[config.mk]
export PLATFORM = sky130hd
export DESIGN_NAME = dmem_share_ctrl
export DESIGN_NICKNAME = d
export VERILOG_FILES = /design/src/rtl/dmem_share_pkg.sv /design/src/rtl/dmem_share_ctrl_sync2.sv /design/src/rtl/dmem_share_ctrl.sv
export SDC_FILE = /design/constraint.sdc
export NUM_CORES = 1
export LEC_CHECK = 0
export CORE_AREA = 2 2 116 118
export DETAILED_ROUTE_END_ITERATION = 10
export DIE_AREA = 0 0 118 120
export PLACE_DENSITY = 0.8
export REMOVE_ABC_BUFFERS = 1
export SLEW_MARGIN = 40
export SYNTH_ARGS = -nofsm -noshare
export SYNTH_HDL_FRONTEND = slang
export SYNTH_SLANG_ARGS = --single-unit
[constraint.sdc]
create_clock -name m_clock -period 2.05 [get_ports m_clock]
set_clock_uncertainty 0.1 [all_clocks]
set_input_delay 0.205 -clock m_clock [delete_from_list [all_inputs] [get_ports m_clock]]
set_output_delay 0.205 -clock m_clock [all_outputs]
set_load 0.02 [all_outputs]
[src/rtl/dmem_share_pkg.sv]
// Shared types and helpers for the data-memory sharing controller.
package dmem_share_pkg;

    typedef enum logic [1:0] {
        IDLE    = 2'd0,
        CORE_RD = 2'd1,
        SCAN_RD = 2'd2
    } state_t;

    localparam logic [31:0] DISP_BASE_DEFAULT = 32'h0000_0200;

    function automatic int unsigned be_count(input int unsigned dw);
        return dw / 8;
    endfunction

endpackage

[src/rtl/dmem_share_ctrl_sync2.sv]
// Two-flop synchroniser for asynchronous level inputs, clears to 0 on reset.
module sync2 #(
    parameter int unsigned W = 1
) (
    input  logic         m_clock,
    input  logic         rst_n,
    input  logic [W-1:0] d,
    output logic [W-1:0] q
);

    logic [W-1:0] meta;

    always_ff @(posedge m_clock or negedge rst_n) begin
        if (!rst_n) begin
            meta <= '0;
            q    <= '0;
        end else begin
            meta <= d;
            q    <= meta;
        end
    end

endmodule

[src/rtl/dmem_share_ctrl.sv]
// Time-shares one RAM port between the core data port and a display scan
// engine that keeps N_DISP shadow words refreshed from DISP_BASE.
module dmem_share_ctrl
    import dmem_share_pkg::*;
#(
    parameter int unsigned   AW        = 32,
    parameter int unsigned   DW        = 32,
    parameter int unsigned   N_DISP    = 2,
    parameter logic [AW-1:0] DISP_BASE = AW'(DISP_BASE_DEFAULT),
    parameter int unsigned   SCAN_DIV  = 1024,
    parameter int unsigned   RD_LAT    = 1,
    localparam int unsigned  BE        = be_count(DW)
) (
    input  logic               m_clock,
    input  logic               rst_n,
    input  logic               mode_in,
    input  logic               core_r,
    input  logic               core_w,
    input  logic [AW-1:0]      core_addr,
    input  logic [DW-1:0]      core_wdata,
    input  logic [BE-1:0]      core_be,
    output logic [DW-1:0]      core_rdata,
    output logic               core_ready,
    output logic [AW-1:0]      ram_addr,
    output logic [DW-1:0]      ram_wdata,
    output logic [BE-1:0]      ram_rden,
    output logic [BE-1:0]      ram_wren,
    input  logic [DW-1:0]      ram_rdata,
    output logic [N_DISP*DW-1:0] disp_data,
    output logic               disp_valid,
    output logic               mode_sync
);

    localparam int unsigned IDXW = (N_DISP > 1) ? $clog2(N_DISP) : 1;
    localparam int unsigned LW   = $clog2(RD_LAT + 1);
    localparam int unsigned TW   = $clog2(SCAN_DIV + 1);

    state_t          state_q, state_d;
    logic [LW-1:0]   lat_q, lat_d;
    logic [IDXW-1:0] idx_q;
    logic            scan_pend_q;
    logic [TW-1:0]   timer_q;
    logic            scan_prio_q;
    logic [DW-1:0]   rdata_q;
    logic [DW-1:0]   disp_q [N_DISP];
    logic [AW-1:0]   scan_addr;
    logic            lat_done;
    logic            scan_done;
    logic            last_word;
    logic            grant_core_rd;
    logic            grant_scan;

    sync2 #(.W(1)) u_mode_sync (
        .m_clock (m_clock),
        .rst_n   (rst_n),
        .d       (mode_in),
        .q       (mode_sync)
    );

    assign lat_done  = (lat_q == '0);
    assign scan_done = (state_q == SCAN_RD) && lat_done;
    assign last_word = (idx_q == IDXW'(N_DISP - 1));
    assign scan_addr = DISP_BASE + AW'(idx_q) * AW'(DW / 8);

    always_comb begin
        state_d       = state_q;
        lat_d         = lat_q;
        ram_addr      = '0;
        ram_wdata     = '0;
        ram_rden      = '0;
        ram_wren      = '0;
        core_ready    = 1'b0;
        core_rdata    = rdata_q;
        grant_core_rd = 1'b0;
        grant_scan    = 1'b0;
        case (state_q)
            IDLE: begin
                // A core read just served yields the next slot to a pending
                // scan, so a continuously held read cannot starve the display.
                if (!mode_sync && core_w) begin
                    ram_addr   = core_addr;
                    ram_wdata  = core_wdata;
                    ram_wren   = core_be;
                    core_ready = 1'b1;
                end else if (!mode_sync && core_r && !(scan_pend_q && scan_prio_q)) begin
                    ram_addr      = core_addr;
                    ram_rden      = core_be;
                    grant_core_rd = 1'b1;
                    state_d       = CORE_RD;
                    lat_d         = LW'(RD_LAT - 1);
                end else if (scan_pend_q) begin
                    ram_addr   = scan_addr;
                    ram_rden   = '1;
                    grant_scan = 1'b1;
                    state_d    = SCAN_RD;
                    lat_d      = LW'(RD_LAT - 1);
                end
            end
            CORE_RD: begin
                if (lat_done) begin
                    core_ready = 1'b1;
                    core_rdata = ram_rdata;
                    state_d    = IDLE;
                end else begin
                    lat_d = lat_q - 1'b1;
                end
            end
            SCAN_RD: begin
                if (lat_done) begin
                    state_d = IDLE;
                end else begin
                    lat_d = lat_q - 1'b1;
                end
            end
            default: state_d = IDLE;
        endcase
        // Outputs drop with reset itself, not at the next clock edge.
        if (!rst_n) begin
            ram_rden   = '0;
            ram_wren   = '0;
            core_ready = 1'b0;
        end
    end

    always_ff @(posedge m_clock or negedge rst_n) begin
        if (!rst_n) begin
            state_q     <= IDLE;
            lat_q       <= '0;
            scan_prio_q <= 1'b0;
        end else begin
            state_q <= state_d;
            lat_q   <= lat_d;
            if (grant_core_rd) begin
                scan_prio_q <= 1'b1;
            end else if (grant_scan) begin
                scan_prio_q <= 1'b0;
            end
        end
    end

    always_ff @(posedge m_clock or negedge rst_n) begin
        if (!rst_n) begin
            timer_q     <= TW'(SCAN_DIV - 1);
            scan_pend_q <= 1'b0;
        end else begin
            if (timer_q == '0) begin
                timer_q <= TW'(SCAN_DIV - 1);
            end else begin
                timer_q <= timer_q - 1'b1;
            end
            if (scan_done && last_word) begin
                scan_pend_q <= 1'b0;
            end
            if (timer_q == '0 || mode_sync) begin
                scan_pend_q <= 1'b1;
            end
        end
    end

    always_ff @(posedge m_clock or negedge rst_n) begin
        if (!rst_n) begin
            rdata_q <= '0;
        end else if (state_q == CORE_RD && lat_done) begin
            rdata_q <= ram_rdata;
        end
    end

    always_ff @(posedge m_clock or negedge rst_n) begin
        if (!rst_n) begin
            idx_q      <= '0;
            disp_valid <= 1'b0;
            for (int unsigned i = 0; i < N_DISP; i++) begin
                disp_q[i] <= '0;
            end
        end else if (scan_done) begin
            disp_q[idx_q] <= ram_rdata;
            if (last_word) begin
                idx_q      <= '0;
                disp_valid <= 1'b1;
            end else begin
                idx_q <= idx_q + 1'b1;
            end
        end
    end

    for (genvar g = 0; g < N_DISP; g++) begin : g_disp
        assign disp_data[g*DW +: DW] = disp_q[g];
    end

endmodule

Yosys cells after proc, flatten, opt, wreduce, memory -nomap -nowiden

Index checks and enable logic that the tools add are counted.

Flip-flop bits (word level): 116
Output and inout bits: 171

Add/subtract/negate cells: 4
$lt $le $gt $ge: 2
Equal/unequal tests: 5
Mux-type cells: 46
Bitwise gates (word level): 2
Reductions and logical operators: 20

Operators by type and width:

| cell                                                                 | number |
|---|---|
| 32-bit two-way mux                                                   | 8 |
| 64-bit bitwise mux                                                   | 1 |
| 32-bit demux with 1-bit select                                       | 1 |
| 4-bit two-way mux                                                    | 8 |
| 11-bit two-way mux                                                   | 2 |
| 1-bit two-way mux                                                    | 19 |
| 10-bit by 3-bit adder with 11-bit output, first input constant       | 1 |
| 11-bit zero test                                                     | 1 |
| 11-bit by 1-bit subtractor with 11-bit output, second input constant | 1 |
| 1-bit logical AND                                                    | 8 |
| 2-bit two-way mux                                                    | 4 |
| 3-bit AND reduction                                                  | 2 |
| 2-bit nonzero test                                                   | 3 |
| 2-bit inequality test, second input constant                         | 2 |
| 1-bit one-hot mux with 2 select lines                                | 2 |
| 2-bit one-hot mux with 2 select lines                                | 1 |
| 3-bit inequality test, second input constant                         | 1 |
| 2-bit by 1-bit == test with 1-bit output, second input constant      | 1 |
| 2-bit == test, second input constant                                 | 1 |
| 2-bit >= comparator, second input constant                           | 1 |
| 1-bit zero test                                                      | 2 |
| 2-bit zero test                                                      | 1 |
| 2-bit by 1-bit < comparator with 1-bit output, second input constant | 1 |
| 1-bit inverter with 2-bit output                                     | 1 |
| 6 further kinds                                                      | 6 |

Depth between registers and ports, before layout

Word-level depth: 8
Depth in mapped cells: 5
Gate-level depth less buffers: 5

Cells and area by module

From an unflattened synthesis, not the netlist that was laid out.

Cells, all modules: 383
Area, all modules: 4964.8 sq um

By module, submodules not included:

| module          | instances | cells an instance | area an instance (sq um) | sequential area each (sq um) |
|---|---|---|---|---|
| dmem_share_ctrl | 1         | 381               | 4914.7                   | 2840.2 |
| sync2           | 1         | 2                 | 50.0                     | 50.0 |

Least setup slack after synthesis

Ideal clock, no wire load.

Kind: flip-flop to output port
Start: reg u_mode_sync.q
End: out ram_wdata[10]
Arrival time: 1.388 ns
Data required time: 1.745 ns
Slack: 0.357 ns
Cell stages (with the launch flop): 5
Path through: dfrtp_1 > nand2b_1 > nor2_2 > clkbuf_1 > and2_1

Cells in the longest elaborated chain, start to end: 4

RTL lines:

| item                   | RTL line                    | source |
|---|---|---|
| start, declared        | dmem_share_ctrl_sync2.sv:8  | `output logic [W-1:0] q` |
| start signal, assigned | dmem_share_ctrl_sync2.sv:19 | `q <= meta;` |
| 1-bit zero test        | dmem_share_ctrl.sv:80       | `if (!mode_sync && core_w) begin` |
| 1-bit logical AND      | dmem_share_ctrl.sv:80       |  |
| 32-bit two-way mux     | dmem_share_ctrl.sv:80       |  |
| 32-bit two-way mux     | dmem_share_ctrl.sv:76       | `case (state_q)` |
| end, declared          | dmem_share_ctrl.sv:25       | `output logic [DW-1:0] ram_wdata,` |

Every way passes these cells.

Worst setup path after layout

Start: reg state_q[0]
End: out ram_addr[25]

Cells in the longest elaborated chain, start to end: 2

RTL lines:

| item                   | RTL line               | source |
|---|---|---|
| start, declared        | dmem_share_ctrl.sv:38  | `state_t state_q, state_d;` |
| start signal, assigned | dmem_share_ctrl.sv:131 | `state_q <= state_d;` |
| 2-bit zero test        | dmem_share_ctrl.sv:76  |  |
| 32-bit two-way mux     | dmem_share_ctrl.sv:76  |  |
| end, declared          | dmem_share_ctrl.sv:24  | `output logic [AW-1:0] ram_addr,` |

Every way passes these cells.

==> impl_results.html <==
<table>
<tr><th>Metric</th><th>Value</th></tr>
<tr><th colspan="2">Status</th></tr>
<tr><td>Outcome</td><td>complete, but fails checks</td></tr>
<tr><td>Violations in the final reports</td><td>setup timing</td></tr>
<tr><th colspan="2">Global routing</th></tr>
<tr><td>Vias in the first global route</td><td>about 4600</td></tr>
<tr><td>Busiest layer in global routing</td><td>met2</td></tr>
<tr><td>Total track usage</td><td>0.254</td></tr>
<tr><td>Met1 Use GR</td><td>0.301</td></tr>
<tr><td>Global route total overflow</td><td>0</td></tr>
<tr><td>Wire length of the first global-routing pass</td><td>27300 um</td></tr>
<tr><td>Number of antenna violations at the first check in global routing</td><td>1</td></tr>
<tr><td>Global-route met2 utilization</td><td>0.425</td></tr>
<tr><td>Largest net degree at the start of global routing</td><td>44</td></tr>
<tr><td>Global Route met3 Usage</td><td>0.0965</td></tr>
<tr><th colspan="2">Yosys</th></tr>
<tr><td>FFs w/ async S/R, synth</td><td>1.00</td></tr>
<tr><td>Primary FF master, synth</td><td>sky130_fd_sc_hd__dfrtp_1</td></tr>
<tr><td>Top-area cell type share of the netlist area</td><td>0.529</td></tr>
<tr><td>Number of library cell types mapped by synthesis</td><td>35</td></tr>
<tr><td>Synthesis Warnings</td><td>0</td></tr>
<tr><td>Flip-flop and latch count after synthesis</td><td>about 120</td></tr>
<tr><td>Register area share after synthesis</td><td>0.582</td></tr>
<tr><td>Library cell occupying the most area in the post-synthesis netlist</td><td>sky130_fd_sc_hd__dfrtp_1</td></tr>
<tr><td>Synth area leaders</td><td>sky130_fd_sc_hd__dfrtp_1 (53%), sky130_fd_sc_hd__mux2_2 (21%), sky130_fd_sc_hd__and2_1 (7.8%), sky130_fd_sc_hd__dfstp_2 (5.3%), sky130_fd_sc_hd__nand2_1 (1.7%)</td></tr>
<tr><td>Cells after Synth</td><td>around 380</td></tr>
<tr><td>Post-Synthesis Mean Instance Area</td><td>around 13 um2</td></tr>
<tr><td>Post-synth design cell area</td><td>roughly 5000 um2</td></tr>
<tr><td>Number of enable flip-flop cells after synthesis</td><td>0</td></tr>
<tr><th colspan="2">Route</th></tr>
<tr><td>Final routed DRC violation total</td><td>0</td></tr>
<tr><td>Via-per-instance ratio</td><td>between 4 and 5</td></tr>
<tr><td>Violation count after the first detailed-route iteration</td><td>234</td></tr>
<tr><td>Antenna-violating nets left</td><td>0</td></tr>
<tr><td>Final WL</td><td>about 18000 um</td></tr>
<tr><td>Number of vias after detailed routing</td><td>between 4000 and 5000</td></tr>
<tr><td>First-pass iteration count of the detailed router</td><td>4</td></tr>
<tr><td>Detail-routed net length per standard cell</td><td>about 20 um</td></tr>
<tr><th colspan="2">CTS</th></tr>
<tr><td>Root buffer cell</td><td>sky130_fd_sc_hd__clkbuf_16</td></tr>
<tr><td>Total number of clock tree sinks</td><td>around 120</td></tr>
<tr><td>Clock latency of the later-clocked register in the worst-skew pair</td><td>0.40 ns</td></tr>
<tr><td>CTS H-Tree Depth</td><td>4</td></tr>
<tr><td>Clock buffer count from CTS</td><td>17</td></tr>
<tr><td>Number of buffers on the longest clock path</td><td>2</td></tr>
<tr><td>TritonCTS clock tree</td><td>built</td></tr>
<tr><td>Clock transition at path regs</td><td>~0.050 ns</td></tr>
<tr><th colspan="2">Worst setup path</th></tr>
<tr><td>CP Cell Sequence</td><td>or2_4 &gt; nor3_4 &gt; buf_6 &gt; buf_6 &gt; buf_6 &gt; and2_4 &gt; buf_6</td></tr>
<tr><td>Gate family responsible for the most delay along the worst path</td><td>simple AND/OR/NAND/NOR gates</td></tr>
<tr><td>Endpoint type of the worst setup path</td><td>primary output</td></tr>
<tr><td>Data required time at the worst endpoint</td><td>roughly 1.8 ns</td></tr>
<tr><td>Most frequent cell on the critical path</td><td>sky130_fd_sc_hd__buf_6</td></tr>
<tr><td>CP max stage delay</td><td>around 0.40 ns</td></tr>
<tr><td>Critical path arrival</td><td>approximately 1.9 ns</td></tr>
<tr><td>Critical Path Slowest Stage Cell</td><td>sky130_fd_sc_hd__dfrtp_1</td></tr>
<tr><td>Critical path class</td><td>flop to primary output</td></tr>
<tr><td>Register-to-Register Path Depth</td><td>7</td></tr>
<tr><td>Maximum fanout along the worst path</td><td>6</td></tr>
<tr><td>Number of cells on the critical path</td><td>7</td></tr>
<tr><td>Nature of the critical path startpoint</td><td>flop</td></tr>
<tr><td>Number of buffer and inverter stages on the critical path</td><td>4</td></tr>
<tr><th colspan="2">Power and ir drop</th></tr>
<tr><td>Pwr dens</td><td>1440 nW/um2</td></tr>
<tr><td>Switching share of power</td><td>0.353</td></tr>
<tr><td>Sequential Power Share</td><td>0.276</td></tr>
<tr><td>IR drop worst, VDD</td><td>roughly 1.0 mV</td></tr>
<tr><td>Final Power</td><td>13.6 mW</td></tr>
<tr><td>Combinational share of power</td><td>0.522</td></tr>
<tr><td>Clock network fraction of design power</td><td>0.202</td></tr>
<tr><td>Net load switching power</td><td>about 4.8 mW</td></tr>
<tr><td>Leakage dissipation</td><td>between 4 and 5 nW</td></tr>
<tr><td>P_int</td><td>roughly 9 mW</td></tr>
<tr><th colspan="2">STA</th></tr>
<tr><td>Minimum period implied by the final worst setup slack</td><td>~2.2 ns</td></tr>
<tr><td>Number of max-slew violations in the final report</td><td>0</td></tr>
<tr><td>Portion of the clock cycle consumed by the worst path in the final layout</td><td>1.06</td></tr>
<tr><td>Fin Setup TNS</td><td>-6.45 ns</td></tr>
<tr><td>Setup repair after global routing missed its margin</td><td>yes</td></tr>
<tr><td>Worst-case headroom to the max-slew limit</td><td>0.646</td></tr>
<tr><td>Hold violation total from the final report</td><td>0</td></tr>
<tr><td>Final setup fails</td><td>98</td></tr>
<tr><td>Worst slew pin tran</td><td>between 0.5 and 0.6 ns</td></tr>
<tr><td>Peak clock frequency supported by timing</td><td>0.459 GHz</td></tr>
<tr><td>Min setup slack post-route</td><td>-0.127 ns</td></tr>
<tr><th colspan="2">Die</th></tr>
<tr><td>Starting utilization of the core area</td><td>0.382</td></tr>
<tr><td># rows</td><td>42</td></tr>
<tr><td>DIE WIDTH</td><td>approximately 120 um</td></tr>
<tr><td>Area of the core region</td><td>~13000 um2</td></tr>
<tr><td>Die height</td><td>between 100 and 150 um</td></tr>
<tr><td># IOs</td><td>~280</td></tr>
<tr><td>Overall die area</td><td>14200 um2</td></tr>
<tr><th colspan="2">Layout</th></tr>
<tr><td>Finished layout cell area</td><td>9400 um2</td></tr>
<tr><td>Proportion of layout cells with a drive suffix above 1</td><td>0.519</td></tr>
<tr><td>Fin cells</td><td>905</td></tr>
<tr><td>Share of the core filled with cells</td><td>0.724</td></tr>
<tr><td>Area growth from synthesis to final layout</td><td>89.3%</td></tr>
<tr><td>Number of nets in the finished design</td><td>just over 800</td></tr>
<tr><th colspan="2">Placed design</th></tr>
<tr><td>Placed wire-length estimate</td><td>12700 um</td></tr>
<tr><td>Count of input and output buffers</td><td>~280</td></tr>
<tr><td>Global placement routability congestion</td><td>~0.96</td></tr>
<tr><td>Area after detailed placement</td><td>8130 um2</td></tr>
<tr><td>Number of cells in the design after placement</td><td>845</td></tr>
<tr><th colspan="2">Hold path</th></tr>
<tr><td>Class of the most critical hold timing path</td><td>input port to async pin</td></tr>
<tr><th colspan="2">Job</th></tr>
<tr><td>Number of maximum-capacitance violations</td><td>0</td></tr>
</table>
## synth_stat cells, types with 4 or more instances
cell type / number
sky130_fd_sc_hd__dfstp_2: 10
sky130_fd_sc_hd__o21ai_0: 5
sky130_fd_sc_hd__nor3_1: 4
sky130_fd_sc_hd__buf_2: 9
sky130_fd_sc_hd__nand2_1: 23
sky130_fd_sc_hd__a21oi_1: 11
sky130_fd_sc_hd__dfrtp_1: 105
sky130_fd_sc_hd__and2_1: 62
sky130_fd_sc_hd__xor2_1: 4
sky130_fd_sc_hd__nor2_1: 8
sky130_fd_sc_hd__inv_1: 5
sky130_fd_sc_hd__and3_1: 5
sky130_fd_sc_hd__nand2b_1: 4
sky130_fd_sc_hd__mux2_2: 94
## metal layers
layer | vias up | part of all wire
met2 | 218 | 0.50
met3 | 25 | 0.097
met4 | 0 | 0.025
met5 | - | 0
li1 | 1970 | -
met1 | 2181 | 0.38
## logic make-up after synthesis
logic type               Yosys count  share of synthesized area
AND/OR/NAND/NOR                  123                      0.143
adder cells (fa/ha/maj)            2                    0.00504
AO/OA/AOI/OAI                     20                     0.0219
XOR/XNOR                           7                     0.0123
multiplexers                      96                      0.218
buffers and inverters             20                     0.0181
flip-flops                       115                      0.582
## power by group through the flow
stage          sequential, mW  clock [mW]  combinational, mW
3_3_place_gp             3.71           0               6.38
6_report                 3.75        2.74               7.08
3_5_place_dp             3.77           0               6.47
4_1_cts                  3.75        2.79               6.86
5_1_grt                  3.87        2.90               7.44
2_1_floorplan            4.51           0               2.38
## worst paths after layout
| check | startpoint | to | slack (ns) |
|---|---|---|---|
| worst max-delay path | state_q[0] | ram_addr[25] | -0.13 |
| worst min-delay path | rst_n | scan_prio_q | 0.11 |
| worst max register to register | state_q[0] | disp_data[23] | 0.21 |
| worst min register to register | u_mode_sync.meta | u_mode_sync.q | 0.26 |
| max in group asynchronous | rst_n | timer_q[0] | 0.41 |
| min in group m_clock | mode_in | u_mode_sync.meta | 0.16 |
## per-stage QoR
| step | hold WS, ns | worst slack [ns] |
|---|---|---|
| final | 0.110 | -0.127 |
| after global routing | 0.115 | -0.189 |
| after CTS | 0.0917 | -0.159 |
| after detailed placement | -0.0454 | -0.277 |
| after global placement | -0.0441 | -0.269 |
| after floorplan | -0.191 | -0.522 |
## area by class of cell
type / count / area [um2]
clock inverter: 11 / 113
clock buffer: 21 / 440
inverter: 5 / 18.8
multi-input combinational: 248 / 2300
sequential: 115 / 2890
timing repair buffer: 328 / 3410
tap: 176 / 220
fill: 886 / 3580
antenna: 1 / 2.50
## layout by cell type (no fill, tap or decap), types with 2 or more instances in the layout
| cell | count |
|---|---|
| sky130_fd_sc_hd__o22ai_1 | 2 |
| sky130_fd_sc_hd__dfstp_2 | 10 |
| sky130_fd_sc_hd__and3_4 | 4 |
| sky130_fd_sc_hd__clkbuf_1 | 4 |
| sky130_fd_sc_hd__and2_4 | 62 |
| sky130_fd_sc_hd__ha_1 | 2 |
| sky130_fd_sc_hd__bufinv_16 | 2 |
| sky130_fd_sc_hd__xnor2_1 | 3 |
| sky130_fd_sc_hd__o21ai_0 | 3 |
| sky130_fd_sc_hd__a21oi_4 | 2 |
| sky130_fd_sc_hd__a21oi_1 | 7 |
| sky130_fd_sc_hd__nand4_1 | 2 |
| sky130_fd_sc_hd__nand3_2 | 2 |
| sky130_fd_sc_hd__nor3_1 | 3 |
| sky130_fd_sc_hd__mux2_4 | 13 |
| sky130_fd_sc_hd__clkinvlp_4 | 3 |
| sky130_fd_sc_hd__mux2_2 | 81 |
| sky130_fd_sc_hd__buf_12 | 7 |
| sky130_fd_sc_hd__buf_4 | 31 |
| sky130_fd_sc_hd__buf_2 | 18 |
| sky130_fd_sc_hd__buf_8 | 3 |
| sky130_fd_sc_hd__o21ai_2 | 2 |
| sky130_fd_sc_hd__xor2_1 | 4 |
| sky130_fd_sc_hd__dfrtp_1 | 104 |
| sky130_fd_sc_hd__clkinv_2 | 6 |
| sky130_fd_sc_hd__nand2b_1 | 3 |
| sky130_fd_sc_hd__nand2_1 | 23 |
| sky130_fd_sc_hd__mux2_1 | 2 |
| sky130_fd_sc_hd__nor2_1 | 6 |
| sky130_fd_sc_hd__clkbuf_16 | 21 |
| sky130_fd_sc_hd__buf_6 | 93 |
| sky130_fd_sc_hd__clkdlybuf4s50_1 | 169 |
| sky130_fd_sc_hd__nor2_4 | 3 |
| sky130_fd_sc_hd__buf_16 | 2 |
| sky130_fd_sc_hd__inv_1 | 4 |
| sky130_fd_sc_hd__a21oi_2 | 2 |
## sequential cells by signal (all words and copies together) (netlist names)
signal and count:
timer_q 11, u_mode_sync.q 1, idx_q 1, rdata_q 32
disp_valid 1, scan_prio_q 1, disp_data 64, state_q 2
scan_pend_q 1, u_mode_sync.meta 1
## timing repair
action,CTS,global route
setup endpoints to repair,105,105
setup buffers,11,4
gates resized for setup,595,95
cloned,7,6
pin swaps,18,40
hold endpoints to repair,68,0
hold buffers,1,0
(Power assumes the default switching activity.)
